### src/rtl/hazard_ctrl.sv
// Front-end hazard sequencer: resolves load-use stalls, branch/jump redirects and
// memory freezes into stall/flush/PC-select controls, and counts stalls and redirects.
module hazard_ctrl #(
    parameter int FLUSH_CYCLES      = 1,
    parameter int LOAD_STALL_CYCLES = 1,
    parameter int CNT_W             = 32
) (
    input  logic             clk,
    input  logic             rst,
    input  logic [4:0]       id_rs1_addr_i,
    input  logic [4:0]       id_rs2_addr_i,
    input  logic             id_branch_i,
    input  logic             id_jump_i,
    input  logic [4:0]       ex_rd_addr_i,
    input  logic             ex_load_i,
    input  logic             mem_busy_i,
    input  logic             cnt_clr_i,
    output logic             pc_stall_o,
    output logic             if_id_stall_o,
    output logic             if_id_flush_o,
    output logic             id_ex_stall_o,
    output logic             id_ex_flush_o,
    output logic             pc_sel_o,
    output logic [CNT_W-1:0] stall_cnt_o,
    output logic [CNT_W-1:0] flush_cnt_o,
    output logic [1:0]       state_o
);
    typedef enum logic [1:0] {
        RUN        = 2'd0,
        LOAD_STALL = 2'd1,
        FLUSH      = 2'd2,
        MEM_WAIT   = 2'd3
    } state_t;

    localparam int MAXC = (FLUSH_CYCLES > LOAD_STALL_CYCLES) ? FLUSH_CYCLES : LOAD_STALL_CYCLES;
    localparam int DC_W = $clog2(MAXC + 1);
    localparam logic [DC_W-1:0] LS_INIT = DC_W'(LOAD_STALL_CYCLES - 1);
    localparam logic [DC_W-1:0] FL_INIT = DC_W'(FLUSH_CYCLES - 1);
    localparam logic [DC_W-1:0] DC_ONE  = DC_W'(1);

    state_t            state_q, state_d;
    state_t            pend_q, pend_d;
    state_t            act;
    logic [DC_W-1:0]   dc_q, dc_d;
    logic [CNT_W-1:0]  stall_cnt_q, stall_cnt_d;
    logic [CNT_W-1:0]  flush_cnt_q, flush_cnt_d;
    logic              load_use;
    logic              redirect;

    assign load_use = ex_load_i && (ex_rd_addr_i != 5'd0) &&
                      ((ex_rd_addr_i == id_rs1_addr_i) || (ex_rd_addr_i == id_rs2_addr_i));
    assign redirect = id_branch_i || id_jump_i;

    always_comb begin
        pc_stall_o    = 1'b0;
        if_id_stall_o = 1'b0;
        if_id_flush_o = 1'b0;
        id_ex_stall_o = 1'b0;
        id_ex_flush_o = 1'b0;
        pc_sel_o      = 1'b0;
        state_d       = state_q;
        pend_d        = pend_q;
        dc_d          = dc_q;
        // MEM_WAIT behaves as the state it interrupted once the memory is free
        act           = (state_q == MEM_WAIT) ? pend_q : state_q;

        if (mem_busy_i) begin
            pc_stall_o    = 1'b1;
            if_id_stall_o = 1'b1;
            id_ex_stall_o = 1'b1;
            state_d       = MEM_WAIT;
            pend_d        = act;
        end else begin
            state_d = act;
            case (act)
                LOAD_STALL: begin
                    pc_stall_o    = 1'b1;
                    if_id_stall_o = 1'b1;
                    id_ex_flush_o = 1'b1;
                    dc_d          = dc_q - DC_ONE;
                    if (dc_q == DC_ONE) state_d = RUN;
                end
                FLUSH: begin
                    if_id_flush_o = 1'b1;
                    dc_d          = dc_q - DC_ONE;
                    if (dc_q == DC_ONE) state_d = RUN;
                end
                default: begin
                    // Stale branch operands during a load-use hazard: suppress the redirect
                    if (load_use) begin
                        pc_stall_o    = 1'b1;
                        if_id_stall_o = 1'b1;
                        id_ex_flush_o = 1'b1;
                        if (LOAD_STALL_CYCLES > 1) begin
                            state_d = LOAD_STALL;
                            dc_d    = LS_INIT;
                        end
                    end else if (redirect) begin
                        pc_sel_o      = 1'b1;
                        if_id_flush_o = 1'b1;
                        if (FLUSH_CYCLES > 1) begin
                            state_d = FLUSH;
                            dc_d    = FL_INIT;
                        end
                    end
                end
            endcase
        end

        stall_cnt_d = cnt_clr_i ? '0 : stall_cnt_q + CNT_W'(pc_stall_o);
        flush_cnt_d = cnt_clr_i ? '0 : flush_cnt_q + CNT_W'(pc_sel_o);
    end

    always_ff @(posedge clk) begin
        if (rst) begin
            state_q     <= RUN;
            pend_q      <= RUN;
            dc_q        <= '0;
            stall_cnt_q <= '0;
            flush_cnt_q <= '0;
        end else begin
            state_q     <= state_d;
            pend_q      <= pend_d;
            dc_q        <= dc_d;
            stall_cnt_q <= stall_cnt_d;
            flush_cnt_q <= flush_cnt_d;
        end
    end

    assign stall_cnt_o = stall_cnt_q;
    assign flush_cnt_o = flush_cnt_q;
    assign state_o     = state_q;
endmodule

### config.mk
export PLATFORM = sky130hd
export DESIGN_NAME = hazard_ctrl
export DESIGN_NICKNAME = d
export VERILOG_FILES = /design/src/rtl/hazard_ctrl.sv
export SDC_FILE = /design/constraint.sdc
export NUM_CORES = 1
export LEC_CHECK = 0
export CORE_ASPECT_RATIO = 1.4
export CORE_MARGIN = 2
export CORE_UTILIZATION = 40
export CTS_CLUSTER_SIZE = 25
export DETAILED_ROUTE_END_ITERATION = 12
export PLACE_DENSITY = 0.75
export SYNTH_ARGS = -nofsm -noshare
export SYNTH_HDL_FRONTEND = slang
export SYNTH_SLANG_ARGS = --single-unit
### constraint.sdc
create_clock -name clk -period 4.3 [get_ports clk]
set_clock_uncertainty 0.1 [all_clocks]
set_input_delay 1.075 -clock clk [delete_from_list [all_inputs] [get_ports clk]]
set_output_delay 1.075 -clock clk [all_outputs]
set_load 0.005 [all_outputs]
# Word level (Yosys, flattened, before mapping)
# Cells that the tools add are included.
# totals
word_cells	37
rom_bits	0
latchBits	0
inputBits	22
mem_count	0
ff_bits	69
ramBits	0
# op_classes
multipliers	0
n_bitwise	1
eq_ne	5
n_lt_le_gt_ge	0
reduce_logical	8
addsub	3
n_mux	15
shift	0
div_mod_pow	0
# ops
cell	n
$add 32x1->32	2
$eq 5x5->1	2
$mux 1	9
$mux 2	4
$reduce_bool 5->1	1
$eq 2x2->1 const B	2
$pmux 1 s2	2
$reduce_or 2->1	2
$eq 2x1->1 const B	1
$logic_and 1x1->1	2
$logic_or 1x1->1	2
$reduce_and 2->1	1
$not 1->1	1
$sub 1x1->1 const B	1

# Depth between registers and ports, before layout
# Gate-level depths: netlist of run 1.
# logic_depth
ltp_word	7
mapped_depth	15
mapped_depth_nobuf	13

# Worst setup path after synthesis of run 1
# Ideal clock, no wire load.
# synth_path
path_type	input to register
start	in ex_rd_addr_i[1]
end	reg flush_cnt_q[28] (netlist: flush_cnt_o[28])
path_buffers	1
arrival_ns	3.779
path_slack_ns	0.351
cell_stages	10
path_cell_list	or4_1 > o21a_1 > a21oi_1 > ha_1 > ha_1 > inv_1 > or4_1 > clkbuf_1 > or4_1 > a21oi_1
# synth_via
elab_chain_cells	7
elab_cells_between_ends	10
cone_classes	add/sub (1); eq/ne (2); mux (3); reduce/logical (4)
# synth_lines
item	line	source
start, declared	14	input logic [4:0] ex_rd_addr_i,
$eq 5x5->1 / $reduce_bool 5->1 (equally long branches)	51, 50	
$logic_or 1x1->1 / $logic_and 1x1->1 (equally long branches)	51, 50	
$logic_and 1x1->1 *	50	assign load_use = ex_load_i && (ex_rd_addr_i != 5'd0) &&
$mux 1 *	90	if (load_use) begin
$mux 1 *	75	case (act)
$mux 1 *	67	if (mem_busy_i) begin
net pc_sel_o	23	output logic pc_sel_o,
$add 32x1->32 *	111	flush_cnt_d = cnt_clr_i ? '0 : flush_cnt_q + CNT_W'(pc_sel_o);
end signal, assigned	126	flush_cnt_q <= flush_cnt_d;
end, declared	46	logic [CNT_W-1:0] flush_cnt_q, flush_cnt_d;
# Mark *: on every way through the listed nets, which the timed path passes. The rest lies on a longest branch.
# A chain may end at the register's enable or synchronous reset.

# Worst setup path after layout of run 1
# layout_path
start	in ex_rd_addr_i[1]
end	out id_ex_flush_o
# layout_via
elab_chain_cells	6
elab_cells_between_ends	9
cone_classes	eq/ne (2); mux (3); reduce/logical (4)
# layout_lines
item	line	source
$eq 5x5->1 / $reduce_bool 5->1 (equally long branches)	51, 50	
$logic_or 1x1->1 / $logic_and 1x1->1 (equally long branches)	51, 50	
$logic_and 1x1->1 *	50	
$mux 1 *	90	
$pmux 1 s2 *	75	
$mux 1 *	67	
end, declared	22	output logic id_ex_flush_o,
# Every way passes the cells marked *; elsewhere a longest branch is shown, timed or not.

==> results of run 1 <==
==> path summary, 6_finish.rpt <==
| path | startpoint | endpoint | slack (ps) | cells past startpoint |
|---|---|---|---|---|
| setup reg to reg | state_o[0] | flush_cnt_o[28] | 710 | 14 |
| hold reg to reg | stall_cnt_o[31] | stall_cnt_o[31] | 390 | 2 |
| setup / recovery | ex_rd_addr_i[1] | id_ex_flush_o | 80 | 6 |
| hold / removal | stall_cnt_o[31] | stall_cnt_o[31] | 390 | 2 |
==> metrics by stage <==
step	instances	power, uW	setup slack (ps)	hold slack, ps	util, %
2_1_floorplan	414	707.1	350.6	360.4	-
3_3_place_gp	609	758.6	-48.79	368.1	53.85
5_1_grt	623	1471	12.45	419.8	57.04
4_1_cts	623	1433	0.2078	387.8	56.99
3_5_place_dp	609	760.5	-111.4	383.8	53.85
6_report	623	1412	79.62	385.8	57.04
==> kinds of logic (layout without fill, tap and decap cells) <==
logic type	after synthesis	after routing	synth area share, %
simple gates	186	186	30.00
compound gates	85	85	15.09
flops	69	69	39.75
buf+inv	33	137	3.997
xor+xnor	30	30	7.562
fa+ha+maj	6	6	2.161
mux	5	5	1.440
==> flip-flops by register name, indices dropped and copies added (netlist names) <==
name	cells
stall_cnt_o	32
pend_q	2
flush_cnt_o	32
dc_q	1
state_o	2
==> metal layers <==
metal	part of all wire, %	vias up	track usage [%]
met5	0	-	0
met3	7.7	12	8.044
li1	-	1754	-
met1	41	1652	23.22
met4	1.5	0	7.869
met2	49	110	33.17
==> cell usage in the layout, fill, tap and decap left out, types with 10 or more instances in the layout <==
master           instances
a21oi_1                 37
buf_4                   19
clkdlybuf4s50_1         91
dfxtp_1                 69
inv_1                   11
nand2_1                 32
nand3_1                 27
nand4_1                 17
nor2_1                  31
nor4_1                  10
o21ai_0                 13
o31ai_1                 22
or3_1                   13
or4_1                   27
xnor2_1                 21
==> cells in the mapped netlist, types with 3 or more instances <==
cell / n / area, um^2
nor2_1: 31 / 116.4
dfxtp_1: 69 / 1381
nor4_1: 10 / 62.56
a21oi_1: 37 / 185.2
o21ai_0: 13 / 65.06
nor3_1: 3 / 15.01
and2_1: 5 / 31.28
clkbuf_1: 17 / 63.81
inv_1: 11 / 41.29
mux2i_1: 5 / 50.05
and3_1: 6 / 37.54
and4_1: 8 / 70.07
ha_1: 6 / 75.07
xnor2_1: 21 / 183.9
xor2_1: 9 / 78.83
o31ai_1: 22 / 165.2
nand2_1: 32 / 120.1
or3_1: 13 / 81.33
or4_1: 27 / 202.7
nand3_1: 27 / 135.1
nand4_1: 17 / 106.4
==> worst max-delay path, cell delays in order <==
cell and delay [ps]:
clkdlybuf4s50_1 410, or4_1 520, o21a_1 220, buf_4 140
a32o_1 230, clkdlybuf4s50_1 440
==> where the power goes <==
group | internal (uW) | leakage, uW | total (uW) | switching (uW)
logic | 55.7 | 0.000865 | 97.6 | 41.9
clock network | 413 | 0.000134 | 667 | 254
registers | 645 | 0.000557 | 648 | 3.20
==> cell type report <==
cell class,count,area (um^2)
Fill cell,781,3655
Multi-Input combinational cell,312,1954
Sequential cell,69,1381
Timing Repair Buffer,112,1079
Clock buffer,12,256.5
Tap cell,105,131.4
Inverter,11,41.29
Clock inverter,2,10.01
==> repair_timing <==
item                       in CTS  in global routing
setup buffers                   0                  0
resized for setup               0                  2
hold buffers                    0                  0
setup endpoints to repair       0                  3
==> reports/metrics.cfg, run 1 <==
[sta]
maxSlewHeadroom_pct = 40.71
period_needed_ps = 4220
hold_viol_final = 0
drv_slew = 0
finalSetupTns_ps = 0
fmax_mhz = 236.9
finalSetupViolCount = 0
fin_crit_sh_pct = 98.15
grt_setup_unrepaired = false
tightest_slew_ps = 886.1

[setup_path]
end_kind = output pin
worstSetupStartpointType = input pin
arrival_ps = 3050
cp.required_ps = 3120
path_max_fanout = 3
path_class = input pin to output pin

[cts]
clockBufferDepth = 2
root_buffer = clkbuf_16
path_clk_slew_ps = 50
htree_levels = 3
cts_buffers = 9
clk_latency_ps = 330
cts_sinks = 69
cts_tree = done

[route]
drcViolationCount = 0
drtAntennaViolNets = 0
drt-total-wl_mm = 8.875
vias = 3528
first_iter_violations = 172
wl_per_cell_um = 14.25
drt_pass1_iterations = 4
vias_per_cell = 5.663

[flow_run]
drv_cap = 0

[yosys]
synth_cell_types = 40
synth_fp_nets = 442
synth-async-reset-ratio_pct = 0
synth-edff-count = 0
avgSynthCellArea_um2 = 8.393
ys_ff_latch = 69
ys_seq_area_share_pct = 39.76
synth_flop_cell = dfxtp_1
netlist_area_um2 = 3475
postSynthCellCount = 414
yosysWarnings = 0

[floorplan]
ios = 94
die_h_um = 114.3
std_cell_rows = 40
fp.dieW_um = 82.77
core_um2 = 8508
die-area_um2 = 9459
start_util_pct = 40.84

[finish]
diodes = 0
drive_gt1_share_pct = 6.950
design_area_um2 = 4853
area_delta_synth_final_pct = 39.68
nets = 543

[placement]
placed_cell_area_um2 = 4582
dp_hpwl_mm = 6.533
gp_congestion = 0.8303
io_buffers = 93

[global_route]
track_usage_pct = 20.21
grt_pass1_vias = 3322
grt_max_degree = 30
antenna_found_initial = 0
grt_pass1_wl_mm = 15.02
grt_overflow = 0

[outcome]
run_status = complete, no violations

[power]
power_leakage_uw = 0.001556
irDropWorstVdd_mv = 0.2254
power_density_nw_per_um2 = 291.0

[hold_path]
hp-class = flop to flop

Power figures use the tool's default switching activity.
==> run 2, diff against run 1 <==
==> constraint.sdc (replaced) <==
create_clock -name clk -period 4.3 [get_ports clk]
set_clock_uncertainty 0.1 [all_clocks]
set_input_delay 0.645 -clock clk [delete_from_list [all_inputs] [get_ports clk]]
set_output_delay 0.645 -clock clk [all_outputs]
set_load 0.02 [all_outputs]
==> reports/metrics.cfg, run 2 (synthesis results as in run 1) <==
[outcome]
run_status = complete, no violations

[setup_path]
worstReg2RegStart = state_o[0]
critPathMostFrequentCell = or4_1
worstSetupStartpointType = input pin
crit_slowest_cell = or4_1
reg2reg_depth = 13
end_kind = flop
r2r_slack_ps = 440
crit_end = flush_cnt_o[22]
cp_cell_sequence = clkdlybuf4s50_1 > or4_1 > o21a_1 > a21oi_1 > ha_1 > ha_1 > inv_1 > or4_1 > or4_1 > a21oi_1
critPathLaunch = ex_rd_addr_i[1]
cp.required_ps = 4450
r2r-end = flush_cnt_o[22]
arrival_ps = 4080
path_max_fanout = 11
slowest_delay_ps = 700
path_class = input pin to flop

[global_route]
grt_max_degree = 39
antenna_found_initial = 0
track_usage_pct = 20.17
grt_pass1_vias = 3295
grt_overflow = 0
grt_pass1_wl_mm = 14.92

[finish]
drive_gt1_share_pct = 4.167
diodes = 0
layout_common_cells = 93 x clkdlybuf4s50_1, 69 x dfxtp_1, 37 x a21oi_1
nets = 528
layout_commonest_cell = clkdlybuf4s50_1
area_delta_synth_final_pct = 36.66

[floorplan]
ios = 94
core_um2 = 8508
die-area_um2 = 9459
fp.dieW_um = 82.77
start_util_pct = 40.84
die_h_um = 114.3
std_cell_rows = 40

[route]
drcViolationCount = 0
vias = 3500
first_iter_violations = 167
drt-total-wl_mm = 8.990
drtAntennaViolNets = 0
drt_pass1_iterations = 4
vias_per_cell = 5.747
wl_per_cell_um = 14.76

[cts]
clockBufferDepth = 2
cts_sinks = 69
clk_latency_ps = 330
cts_tree = done
cts_hold_buf = 0
cts_setup_buffers = 0
cts_buffers = 9
cts_resized = 0
root_buffer = clkbuf_16
htree_levels = 3
path_clk_slew_ps = 50

[power]
irDropWorstVdd_mv = 0.2083
power_leakage_uw = 0.001467
power_density_nw_per_um2 = 305.4

[flow_run]
drv_cap = 0

[sta]
maxSlewHeadroom_pct = 44.36
grt_setup_unrepaired = false
hold_ws_ps = 381.5
tightest_slew_ps = 831.5
period_needed_ps = 3935
finalSetupViolCount = 0
finalSetupTns_ps = 0
fmax_mhz = 254.2
drv_slew = 0
fin_crit_sh_pct = 91.50
hold_viol_final = 0

[hold_path]
min_path_cells = 2
hp-class = flop to flop

[placement]
io_buffers = 93
dp_hpwl_mm = 6.496
gp_congestion = 0.8086

## run 2: cell count changes in the layout (fill, tap and decap cells not counted)
cell | previous run | this run
clkbuf_1 | 1 | 2
buf_4 | 19 | 4
clkdlybuf4s50_1 | 91 | 93
clkinv_2 | 2 | 1
clkbuf_8 | 2 | 3
dlymetal6s2s_1 | 2 | 0
## run 2: area by class of cell
class	count	area, um^2
fillers	796	3760
flip-flops and latches	69	1381
clock buffers	14	274.0
well taps	105	131.4
repair buffers	97	960.9
inverters	11	41.29
clock inverters	1	5.005
multi-input cells	312	1954
## run 2: power breakdown
group	switching (uW)	internal, uW	total (uW)
Clock	265	434	699
Sequential	3.64	645	648
Combinational	50.8	52.1	103
## run 2: worst max-delay path: cells and delay by family
family	cells	cell delay, ps
compound gates	3	630
fa+ha+maj	2	450
buf+inv	2	580
simple gates	3	1780
## run 2: how the worst min path moves through the flow
| stage | endpoint | startpoint |
|---|---|---|
| global route | stall_cnt_o[31] | stall_cnt_o[31] |
| floorplan | pend_q[0] | pend_q[0] |
| detailed placement | stall_cnt_o[31] | stall_cnt_o[31] |
| finish | stall_cnt_o[31] | stall_cnt_o[31] |
| global placement | flush_cnt_o[31] | flush_cnt_o[31] |
| CTS | stall_cnt_o[31] | stall_cnt_o[31] |
## run 2: stage by stage
step	utilization (%)	power [uW]	instances	setup WS (ps)	instance area (um^2)
after CTS	55.81	1462	609	376.0	4748
after global placement	52.53	762.6	594	159.6	4469
after floorplan	-	716.3	414	406.2	3475
after detailed placement	52.53	765.3	594	35.33	4469
after global routing	55.81	1501	609	151.1	4748
final	55.81	1450	609	365.3	4748
## run 2: layer usage
layer | track usage (%) | vias to the layer above | part of all wire [%]
li1 | - | 1714 | -
met1 | 22.24 | 1652 | 40
met2 | 34.35 | 121 | 51
met3 | 7.098 | 13 | 7.3
met4 | 8.634 | 0 | 1.9
met5 | 0 | - | 0
